[src/rtl/fifo_pkg.sv]
// Shared constants and state encoding for the FIFO write-side arbiter.
package fifo_pkg;

  localparam int FIFO_WIDTH_DEF = 16;
  localparam int NUM_REQ_DEF    = 4;
  localparam int BURST_LEN_DEF  = 4;

  typedef enum logic {
    IDLE  = 1'b0,
    GRANT = 1'b1
  } arb_state_e;

endpackage

[src/rtl/fifo_wr_arbiter_rr_pick.sv]
// Combinational round-robin picker: first requester at or above rr_ptr_i, wrapping.
module rr_pick #(
  parameter int NUM_REQ = 4,
  localparam int IW = $clog2(NUM_REQ)
) (
  input  logic [NUM_REQ-1:0] req_i,
  input  logic [IW-1:0]      rr_ptr_i,
  output logic [IW-1:0]      idx_o,
  output logic               valid_o
);

  logic [IW:0] sum;

  // Scan offsets from the far end down so the nearest offset to rr_ptr_i wins.
  always_comb begin
    idx_o   = '0;
    valid_o = 1'b0;
    sum     = '0;
    for (int k = NUM_REQ - 1; k >= 0; k--) begin
      sum = {1'b0, rr_ptr_i} + (IW+1)'(k);
      if (sum >= (IW+1)'(NUM_REQ)) begin
        sum = sum - (IW+1)'(NUM_REQ);
      end
      if (req_i[sum[IW-1:0]]) begin
        idx_o   = sum[IW-1:0];
        valid_o = 1'b1;
      end
    end
  end

endmodule

[src/rtl/fifo_wr_arbiter.sv]
// Round-robin burst arbiter feeding one FIFO write port from NUM_REQ word sources.
// state | meaning
// IDLE  | arbitration cycle; pick next owner from rr_ptr upward
// GRANT | owner streams up to BURST_LEN words, stalls on fifo_full
module fifo_wr_arbiter
  import fifo_pkg::*;
#(
  parameter int FIFO_WIDTH = FIFO_WIDTH_DEF,
  parameter int NUM_REQ    = NUM_REQ_DEF,
  parameter int BURST_LEN  = BURST_LEN_DEF,
  localparam int OW = $clog2(NUM_REQ)
) (
  input  logic                          clk,
  input  logic                          rst_n,
  input  logic [NUM_REQ-1:0]            req,
  input  logic [NUM_REQ*FIFO_WIDTH-1:0] din,
  output logic [NUM_REQ-1:0]            ack,
  input  logic                          fifo_full,
  output logic                          fifo_wen,
  output logic [FIFO_WIDTH-1:0]         fifo_din,
  output logic                          busy,
  output logic [OW-1:0]                 owner
);

  localparam logic [7:0]    BURST_CNT = 8'(BURST_LEN);
  localparam logic [OW-1:0] LAST_IDX  = OW'(NUM_REQ - 1);

  arb_state_e      state_q, state_d;
  logic [OW-1:0]   owner_q, owner_d;
  logic [OW-1:0]   rr_ptr_q, rr_ptr_d;
  logic [7:0]      beat_cnt_q, beat_cnt_d;

  logic [OW-1:0]   pick_idx;
  logic            pick_valid;
  logic            req_own;
  logic [OW-1:0]   next_ptr;
  logic [FIFO_WIDTH-1:0] din_arr [NUM_REQ];

  rr_pick #(.NUM_REQ(NUM_REQ)) u_rr_pick (
    .req_i    (req),
    .rr_ptr_i (rr_ptr_q),
    .idx_o    (pick_idx),
    .valid_o  (pick_valid)
  );

  always_comb begin
    for (int i = 0; i < NUM_REQ; i++) begin
      din_arr[i] = din[i*FIFO_WIDTH +: FIFO_WIDTH];
    end
  end

  assign req_own  = req[owner_q];
  assign next_ptr = (owner_q == LAST_IDX) ? '0 : owner_q + OW'(1);
  assign owner    = owner_q;

  always_ff @(posedge clk or negedge rst_n) begin
    if (!rst_n) begin
      state_q    <= IDLE;
      owner_q    <= '0;
      rr_ptr_q   <= '0;
      beat_cnt_q <= '0;
    end else begin
      state_q    <= state_d;
      owner_q    <= owner_d;
      rr_ptr_q   <= rr_ptr_d;
      beat_cnt_q <= beat_cnt_d;
    end
  end

  always_comb begin
    state_d    = state_q;
    owner_d    = owner_q;
    rr_ptr_d   = rr_ptr_q;
    beat_cnt_d = beat_cnt_q;
    fifo_wen   = 1'b0;
    fifo_din   = '0;
    ack        = '0;
    busy       = 1'b0;
    case (state_q)
      IDLE: begin
        if (pick_valid) begin
          owner_d    = pick_idx;
          beat_cnt_d = '0;
          state_d    = GRANT;
        end
      end
      GRANT: begin
        busy          = 1'b1;
        fifo_din      = din_arr[owner_q];
        fifo_wen      = req_own && !fifo_full;
        ack[owner_q]  = fifo_wen;
        if (fifo_wen) begin
          beat_cnt_d = beat_cnt_q + 8'd1;
        end
        // Release on the final beat or as soon as the owner runs dry, even while full.
        if (!req_own || (fifo_wen && (beat_cnt_q + 8'd1 == BURST_CNT))) begin
          state_d  = IDLE;
          rr_ptr_d = next_ptr;
        end
      end
      default: state_d = IDLE;
    endcase
  end

endmodule

[config.mk]
export PLATFORM = sky130hd
export DESIGN_NAME = fifo_wr_arbiter
export DESIGN_NICKNAME = d
export VERILOG_FILES = /design/src/rtl/fifo_pkg.sv /design/src/rtl/fifo_wr_arbiter_rr_pick.sv /design/src/rtl/fifo_wr_arbiter.sv
export SDC_FILE = /design/constraint.sdc
export NUM_CORES = 1
export LEC_CHECK = 0
export CAP_MARGIN = 20
export CORE_UTILIZATION = 36
export DETAILED_ROUTE_END_ITERATION = 7
export PLACE_DENSITY = 0.78
export SETUP_SLACK_MARGIN = 0.2
export SYNTH_ARGS = -nofsm -noshare
export SYNTH_HDL_FRONTEND = slang
export SYNTH_SLANG_ARGS = --single-unit
export TNS_END_PERCENT = 30
[constraint.sdc]
create_clock -name clk -period 2.73 [get_ports clk]
set_input_delay 0.273 -clock clk [delete_from_list [all_inputs] [get_ports clk]]
set_output_delay 0.273 -clock clk [all_outputs]
set_load 0.005 [all_outputs]
==> results.py, run 1 <==
metrics = {
    "drt": {
        "drc": 0,
        "firstDrtPassIters": 4,
        "vias_per_cell": 5.27,
        "wl_per_cell_um": 16.0,
        "drt_iter0_drc": 85,
        "via_count": 1480,
        "wirelength_mm": 4.49,
        "ant_nets": 0,
    },
    "sta": {
        "min_period_ns": 2.45,
        "finalSetupViolCount": 0,
        "fin_skew_ns": 0.00675,
        "setup_tns_ns": 0,
        "max_slew_margin_pct": 59.5,
        "min_period_over_period_pct": 89.9,
        "fmax_ghz": 0.407,
        "hold_viol": 0,
        "drv_slew": 0,
        "tightestPinTransition_ns": 0.602,
        "rsz0062_at_grt": "false",
    },
    "synthesis": {
        "async_flop_share_pct": 100,
        "synth_cell_types": 38,
        "yosys_warnings": 0,
        "synth_seq_cells": 13,
        "syn_area_sq_um": 1400,
        "synth_edf_count": 0,
        "synth.avg_cell_area_sq_um": 10.1,
        "ys.flop_type": "dfrtp_1",
        "syn_inst": 139,
        "synthesis.nets": 215,
        "yosysSeqAreaShare_pct": 23.2,
    },
    "placed_design": {
        "dp_hpwl_mm": 3.54,
        "portBuffers": 94,
        "dpl.cell_count": 276,
        "place.gp.congestion": 0.793,
    },
    "floorplanning": {
        "ioPinCount": 95,
        "die-area_sq_um": 4140,
        "fp-row-count": 22,
        "initial_utilization_pct": 38.0,
        "fp.coreArea_sq_um": 3690,
        "die_h_um": 64.4,
        "die_w_um": 64.4,
    },
    "global_route": {
        "grt_pass1_wl_mm": 7.21,
        "antenna_found_initial": 0,
        "grt_start_max_net_pins": 28,
        "overflow": 0,
        "track_usage_pct": 23.2,
        "grt_pass1_vias": 1483,
    },
    "setup_path": {
        "cp_num_buf_inv": 3,
        "worst-path-max-fanout": 12,
        "crit_path_start_kind": "input pin",
        "critical_path_depth": 6,
        "worstPathArrival_ns": 2.18,
        "critical_path.top_delay_family": "buffers and inverters",
        "crit_path_end_kind": "output pin",
        "critPathKind": "input pin to output pin",
        "slowest_stage": "mux4_2",
        "max_stage_delay_ns": 0.55,
        "path_cells": "clkdlybuf4s50_1 > mux4_2 > nand3_4 > inv_4 > and2_1 > clkdlybuf4s50_1",
        "rr_worst_depth": 6,
        "required_ns": 2.46,
        "critPathMostFrequentCell": "clkdlybuf4s50_1",
    },
    "clock_network": {
        "cts_root_buf": "clkbuf_8",
        "cts_hold_buffers": 0,
        "clock_latency_ns": 0.25,
        "clk_pin_slew_worst_paths_ns": 0.06,
        "cts_max_level": 1,
        "clock-sinks": 13,
        "cts-buffers-inserted": 3,
        "cts.path.max_buffers": 2,
        "cts_tree": "built",
    },
    "power": {
        "vdd_ir_drop_max_mv": 0.337,
        "finalPower_mw": 1.83,
        "power.density_nw_per_um2": 752,
        "power.leakage_nw": 0.946,
    },
    "finish": {
        "layout.nets": 310,
        "antenna_cells": 0,
        "syn_to_final_growth_pct": 74.0,
        "drive_above_1_share_pct": 12.9,
        "stdcell_count": 281,
    },
    "hold_path": {
        "hold_path_class": "input pin to asynchronous set/reset pin",
    },
    "run": {
        "cap_violations": 0,
    },
    "outcome": {
        "status": "completed",
    },
}
-- cell families after synthesis --
group | share of synthesized area (%)
AND/OR/NAND/NOR | 23.7
flip-flops | 23.2
adder cells (fa/ha/maj) | 4.47
multiplexers | 28.8
buffers and inverters | 5.09
AO/OA/AOI/OAI | 13.0
XOR/XNOR | 1.79
-- cells in the final DEF, fill, tap and decap left out, drive strengths merged, types with 9 or more instances in the layout --
cell type      Yosys  final
and2              20     20
clkdlybuf4s50      0     93
dfrtp             13     13
mux4              17     17
nand2             12     12
nor2               9      9
o21ai             14     14
-- registers in the layout (all words and copies together) (netlist names) --
| name | flops |
|---|---|
| state_q | 1 |
| rr_ptr_q | 2 |
| beat_cnt_q | 8 |
| owner | 2 |
-- cell usage after synthesis (2+ instances only) --
cell | n | share of area, %
mux2i_1 | 2 | 1.4
ha_1 | 5 | 4.5
nand2_1 | 11 | 2.9
a311oi_1 | 2 | 1.3
clkbuf_1 | 5 | 1.3
nor4_1 | 2 | 0.89
o21ai_1 | 2 | 0.71
a31oi_1 | 5 | 2.2
nor2_1 | 8 | 2.1
inv_1 | 4 | 1.1
dfrtp_1 | 13 | 23
and3_1 | 3 | 1.3
o21ai_0 | 12 | 4.3
buf_4 | 2 | 1.1
o211ai_1 | 2 | 1.1
nand3_1 | 4 | 1.4
mux4_2 | 17 | 27
and2_1 | 20 | 8.9
-- path summary, 6_finish.rpt --
path | startpoint | to | slack [ns]
max in group asynchronous | rst_n | rr_ptr_q[1]$_DFFE_PN0P_ | 1.97
worst min-delay path | rst_n | beat_cnt_q[5]$_DFFE_PN0P_ | 0.39
worst max-delay path | req[2] | ack[3] | 0.28
worst min register to register | beat_cnt_q[7]$_DFFE_PN0P_ | beat_cnt_q[7]$_DFFE_PN0P_ | 0.53
min in group clk | beat_cnt_q[7]$_DFFE_PN0P_ | beat_cnt_q[7]$_DFFE_PN0P_ | 0.53
worst max register to register | beat_cnt_q[0]$_DFFE_PN0P_ | rr_ptr_q[1]$_DFFE_PN0P_ | 0.80
-- area by class of cell --
type                       instances  area [sq um]
clock buffer                       4          45.0
fill                             303          1250
inverter                           5          21.3
multi-input combinational        112          1000
sequential                        13           325
tap                               48          60.1
timing repair buffer              99           981
-- through the flow --
step	hold WS (ns)	worst slack, ns	instance area, sq um	utilization (%)
after global routing	0.449	0.206	2440	66.0
final	0.385	0.275	2440	66.0
after detailed placement	0.528	0.164	2380	64.6
after global placement	0.510	0.197	2380	64.6
after CTS	0.407	0.239	2430	66.0
after floorplan	-0.0226	0.797	1400	-
-- where the power goes --
part | internal [mW] | leakage, nW | switching [mW] | total, mW
sequential | 0.251 | 0.170 | 0.0789 | 0.330
combinational | 0.790 | 0.754 | 0.536 | 1.33
clock | 0.103 | 0.0228 | 0.0721 | 0.175
total | 1.14 | 0.946 | 0.687 | 1.83
-- layer usage --
layer  share of wire (%)  vias to the layer above  track usage (%)
li1                    -                      711                -
met1                  40                      714             28.7
met2                  54                       46             39.9
met3                 3.7                        9             4.46
met4                 2.2                        0             8.06
met5                   0                        -                0
-- what timing repair did --
action,in CTS,in global routing
buffers inserted,1,0
endpoints found under the hold margin,0,0
resized for setup,0,1
pin swaps,0,0
endpoints found under the setup margin,4,4
Note: power is estimated with default switching activity, not from simulation.
==> inputs of run 2 (changes only) <==
--- a/config.mk
+++ b/config.mk
@@ -5,8 +5,9 @@
 export SDC_FILE = /design/constraint.sdc
 export NUM_CORES = 1
 export LEC_CHECK = 0
-export CAP_MARGIN = 20
-export CORE_UTILIZATION = 36
+export ABC_AREA = 1
+export CAP_MARGIN = 0
+export CORE_UTILIZATION = 38
 export DETAILED_ROUTE_END_ITERATION = 7
 export PLACE_DENSITY = 0.78
 export SETUP_SLACK_MARGIN = 0.2
==> results.py, run 2 <==
metrics = {
    "outcome": {
        "status": "completed",
    },
    "drt": {
        "drc": 0,
        "firstDrtPassIters": 4,
        "via_count": 1976,
        "wirelength_mm": 5.05,
        "vias_per_cell": 4.86,
        "drt_iter0_drc": 74,
        "ant_nets": 0,
        "wl_per_cell_um": 12.4,
    },
    "finish": {
        "top_register": "beat_cnt_q",
        "postLayoutCoreUtil_pct": 63.9,
        "syn_to_final_growth_pct": 60.9,
        "layout_commonest_cell": "clkdlybuf4s50_1",
        "layout.nets": 434,
        "largest_reg_flops": 8,
        "layout_common_cells": "clkdlybuf4s50_1 (94), nor2_1 (71), nand2_1 (37)",
        "drive_above_1_share_pct": 7.56,
        "antenna_cells": 0,
    },
    "floorplanning": {
        "fp-row-count": 23,
        "die_h_um": 66.9,
        "initial_utilization_pct": 39.7,
        "die-area_sq_um": 4470,
        "fp.coreArea_sq_um": 4030,
        "die_w_um": 66.9,
        "ioPinCount": 95,
    },
    "sta": {
        "fin_skew_ns": 0.00504,
        "hold_viol": 0,
        "finalSetupViolCount": 0,
        "rsz0062_at_grt": "false",
        "min_period_over_period_pct": 86.0,
        "drv_slew": 0,
        "fmax_ghz": 0.426,
        "setup_tns_ns": 0,
        "min_period_ns": 2.35,
        "max_slew_margin_pct": 57.9,
        "tightestPinTransition_ns": 0.629,
    },
    "clock_network": {
        "cts-buffers-inserted": 3,
        "cts_hold_buffers": 0,
        "cts.path.max_buffers": 2,
        "clock_latency_ns": 0.25,
        "clk_pin_slew_worst_paths_ns": 0.06,
        "postCtsSetupBuffers": 0,
        "clock-sinks": 13,
        "cts_tree": "built",
        "cts_max_level": 1,
        "post_cts_resized": 0,
        "cts_root_buf": "clkbuf_8",
    },
    "global_route": {
        "antenna_found_initial": 0,
        "use_met2_pct": 36.9,
        "grt_pass1_vias": 1679,
        "grt_pass1_wl_mm": 7.57,
        "grt_busiest_layer": "met2",
        "met1_usage_pct": 27.6,
        "overflow": 0,
        "grt_start_max_net_pins": 37,
        "track_usage_pct": 22.1,
        "grt.met3_usage_pct": 5.14,
    },
    "placed_design": {
        "place.gp.congestion": 0.842,
        "portBuffers": 94,
        "dp_hpwl_mm": 3.89,
    },
    "synthesis": {
        "syn_inst": 271,
        "yosys-top-cells-count": "nor2_1 (71), nand2_1 (37), o21ai_0 (35), inv_1 (20), a21oi_1 (18)",
        "synth_area_leaders": "dfrtp_1 (20%), nor2_1 (17%), o21ai_0 (11%)",
        "async_flop_share_pct": 100,
        "yosys_warnings": 0,
        "yosysTopAreaCellShare_pct": 20.3,
        "synthesis.nets": 347,
        "synth.most_common_cell": "nor2_1",
        "synth_seq_cells": 13,
        "syn_area_sq_um": 1600,
        "ys.flop_type": "dfrtp_1",
        "synth.avg_cell_area_sq_um": 5.91,
        "synthDominantAreaCellType": "dfrtp_1",
        "yosysSeqAreaShare_pct": 20.3,
        "synth_edf_count": 0,
        "synth_cell_types": 31,
    },
    "power": {
        "vdd_ir_drop_max_mv": 0.475,
        "finalPower_mw": 2.14,
        "power.density_nw_per_um2": 832,
        "power.leakage_nw": 1.10,
    },
    "setup_path": {
        "worstPathArrival_ns": 2.08,
        "crit_path_start_kind": "register",
        "required_ns": 2.46,
        "critPathKind": "register to output pin",
        "crit_path_end_kind": "output pin",
        "worst-path-max-fanout": 19,
    },
    "hold_path": {
        "hold_path_class": "input pin to asynchronous set/reset pin",
    },
    "run": {
        "cap_violations": 0,
    },
}
## run 2: path summary, 6_finish.rpt
kind | cells past startpoint | slack [ns] | from | to
max in group asynchronous | 1 | 1.91 | rst_n | owner[1]$_DFFE_PN0P_
worst max register to register | 10 | 1.05 | beat_cnt_q[0]$_DFFE_PN0P_ | rr_ptr_q[0]$_DFFE_PN0P_
worst min register to register | 2 | 0.55 | beat_cnt_q[7]$_DFFE_PN0P_ | beat_cnt_q[7]$_DFFE_PN0P_
worst max-delay path | 7 | 0.38 | owner[1]$_DFFE_PN0P_ | fifo_wen
worst min-delay path | 1 | 0.41 | rst_n | beat_cnt_q[7]$_DFFE_PN0P_
min in group clk | 2 | 0.55 | beat_cnt_q[7]$_DFFE_PN0P_ | beat_cnt_q[7]$_DFFE_PN0P_
## run 2: critical path: stages (launching register included)
cell,delay (ns)
dfrtp_1,0.50
inv_4,0.16
a21oi_2,0.13
o21ai_1,0.08
nand2_2,0.11
nand3_4,0.18
inv_1,0.15
clkdlybuf4s50_1,0.51
## run 2: layer usage
metal / part of all wire, % / routed length (um)
met1: 44 / 2200
met2: 49 / 2500
met4: 2.3 / 114
met5: 0 / 0
met3: 4.8 / 240
## run 2: cell type report
| class | instances | area [sq um] |
|---|---|---|
| clock buffers | 4 | 45.0 |
| fillers | 396 | 1450 |
| inverters | 25 | 98.8 |
| multi-input cells | 218 | 1080 |
| flip-flops and latches | 13 | 325 |
| well taps | 50 | 62.6 |
| repair buffers | 97 | 963 |
## run 2: logic make-up after synthesis
| group | Yosys count | share of synthesized area (%) |
|---|---|---|
| AO/OA/AOI/OAI | 69 | 23.1 |
| XOR/XNOR | 3 | 1.64 |
| adder cells (fa/ha/maj) | 5 | 3.91 |
| buffers and inverters | 40 | 12.2 |
| flip-flops | 13 | 20.3 |
| AND/OR/NAND/NOR | 141 | 38.9 |
## run 2: power breakdown
group	total [mW]	internal (mW)	switching, mW
combinational	1.60	0.760	0.842
clock	0.177	0.103	0.0738
sequential	0.364	0.248	0.116
total	2.14	1.11	1.03
## run 2: per-stage QoR
stage | std cells | hold slack [ns] | cell area, sq um | setup slack (ns)
finish | 407 | 0.414 | 2570 | 0.381
global route | 407 | 0.463 | 2570 | 0.235
CTS | 407 | 0.431 | 2570 | 0.371
detailed placement | 403 | 0.539 | 2530 | 0.457
global placement | 403 | 0.529 | 2530 | 0.492
floorplan | 271 | -0.0226 | 1600 | 1.25
==> inputs of run 3 (changes only) <==
--- a/config.mk
+++ b/config.mk
@@ -9,6 +9,7 @@
 export CAP_MARGIN = 0
 export CORE_UTILIZATION = 38
 export DETAILED_ROUTE_END_ITERATION = 7
+export GPL_TIMING_DRIVEN = 1
 export PLACE_DENSITY = 0.78
 export SETUP_SLACK_MARGIN = 0.2
 export SYNTH_ARGS = -nofsm -noshare
==> results of run 3 <==
Same layout as run 2: the final DEF is identical, and so are final timing and power.
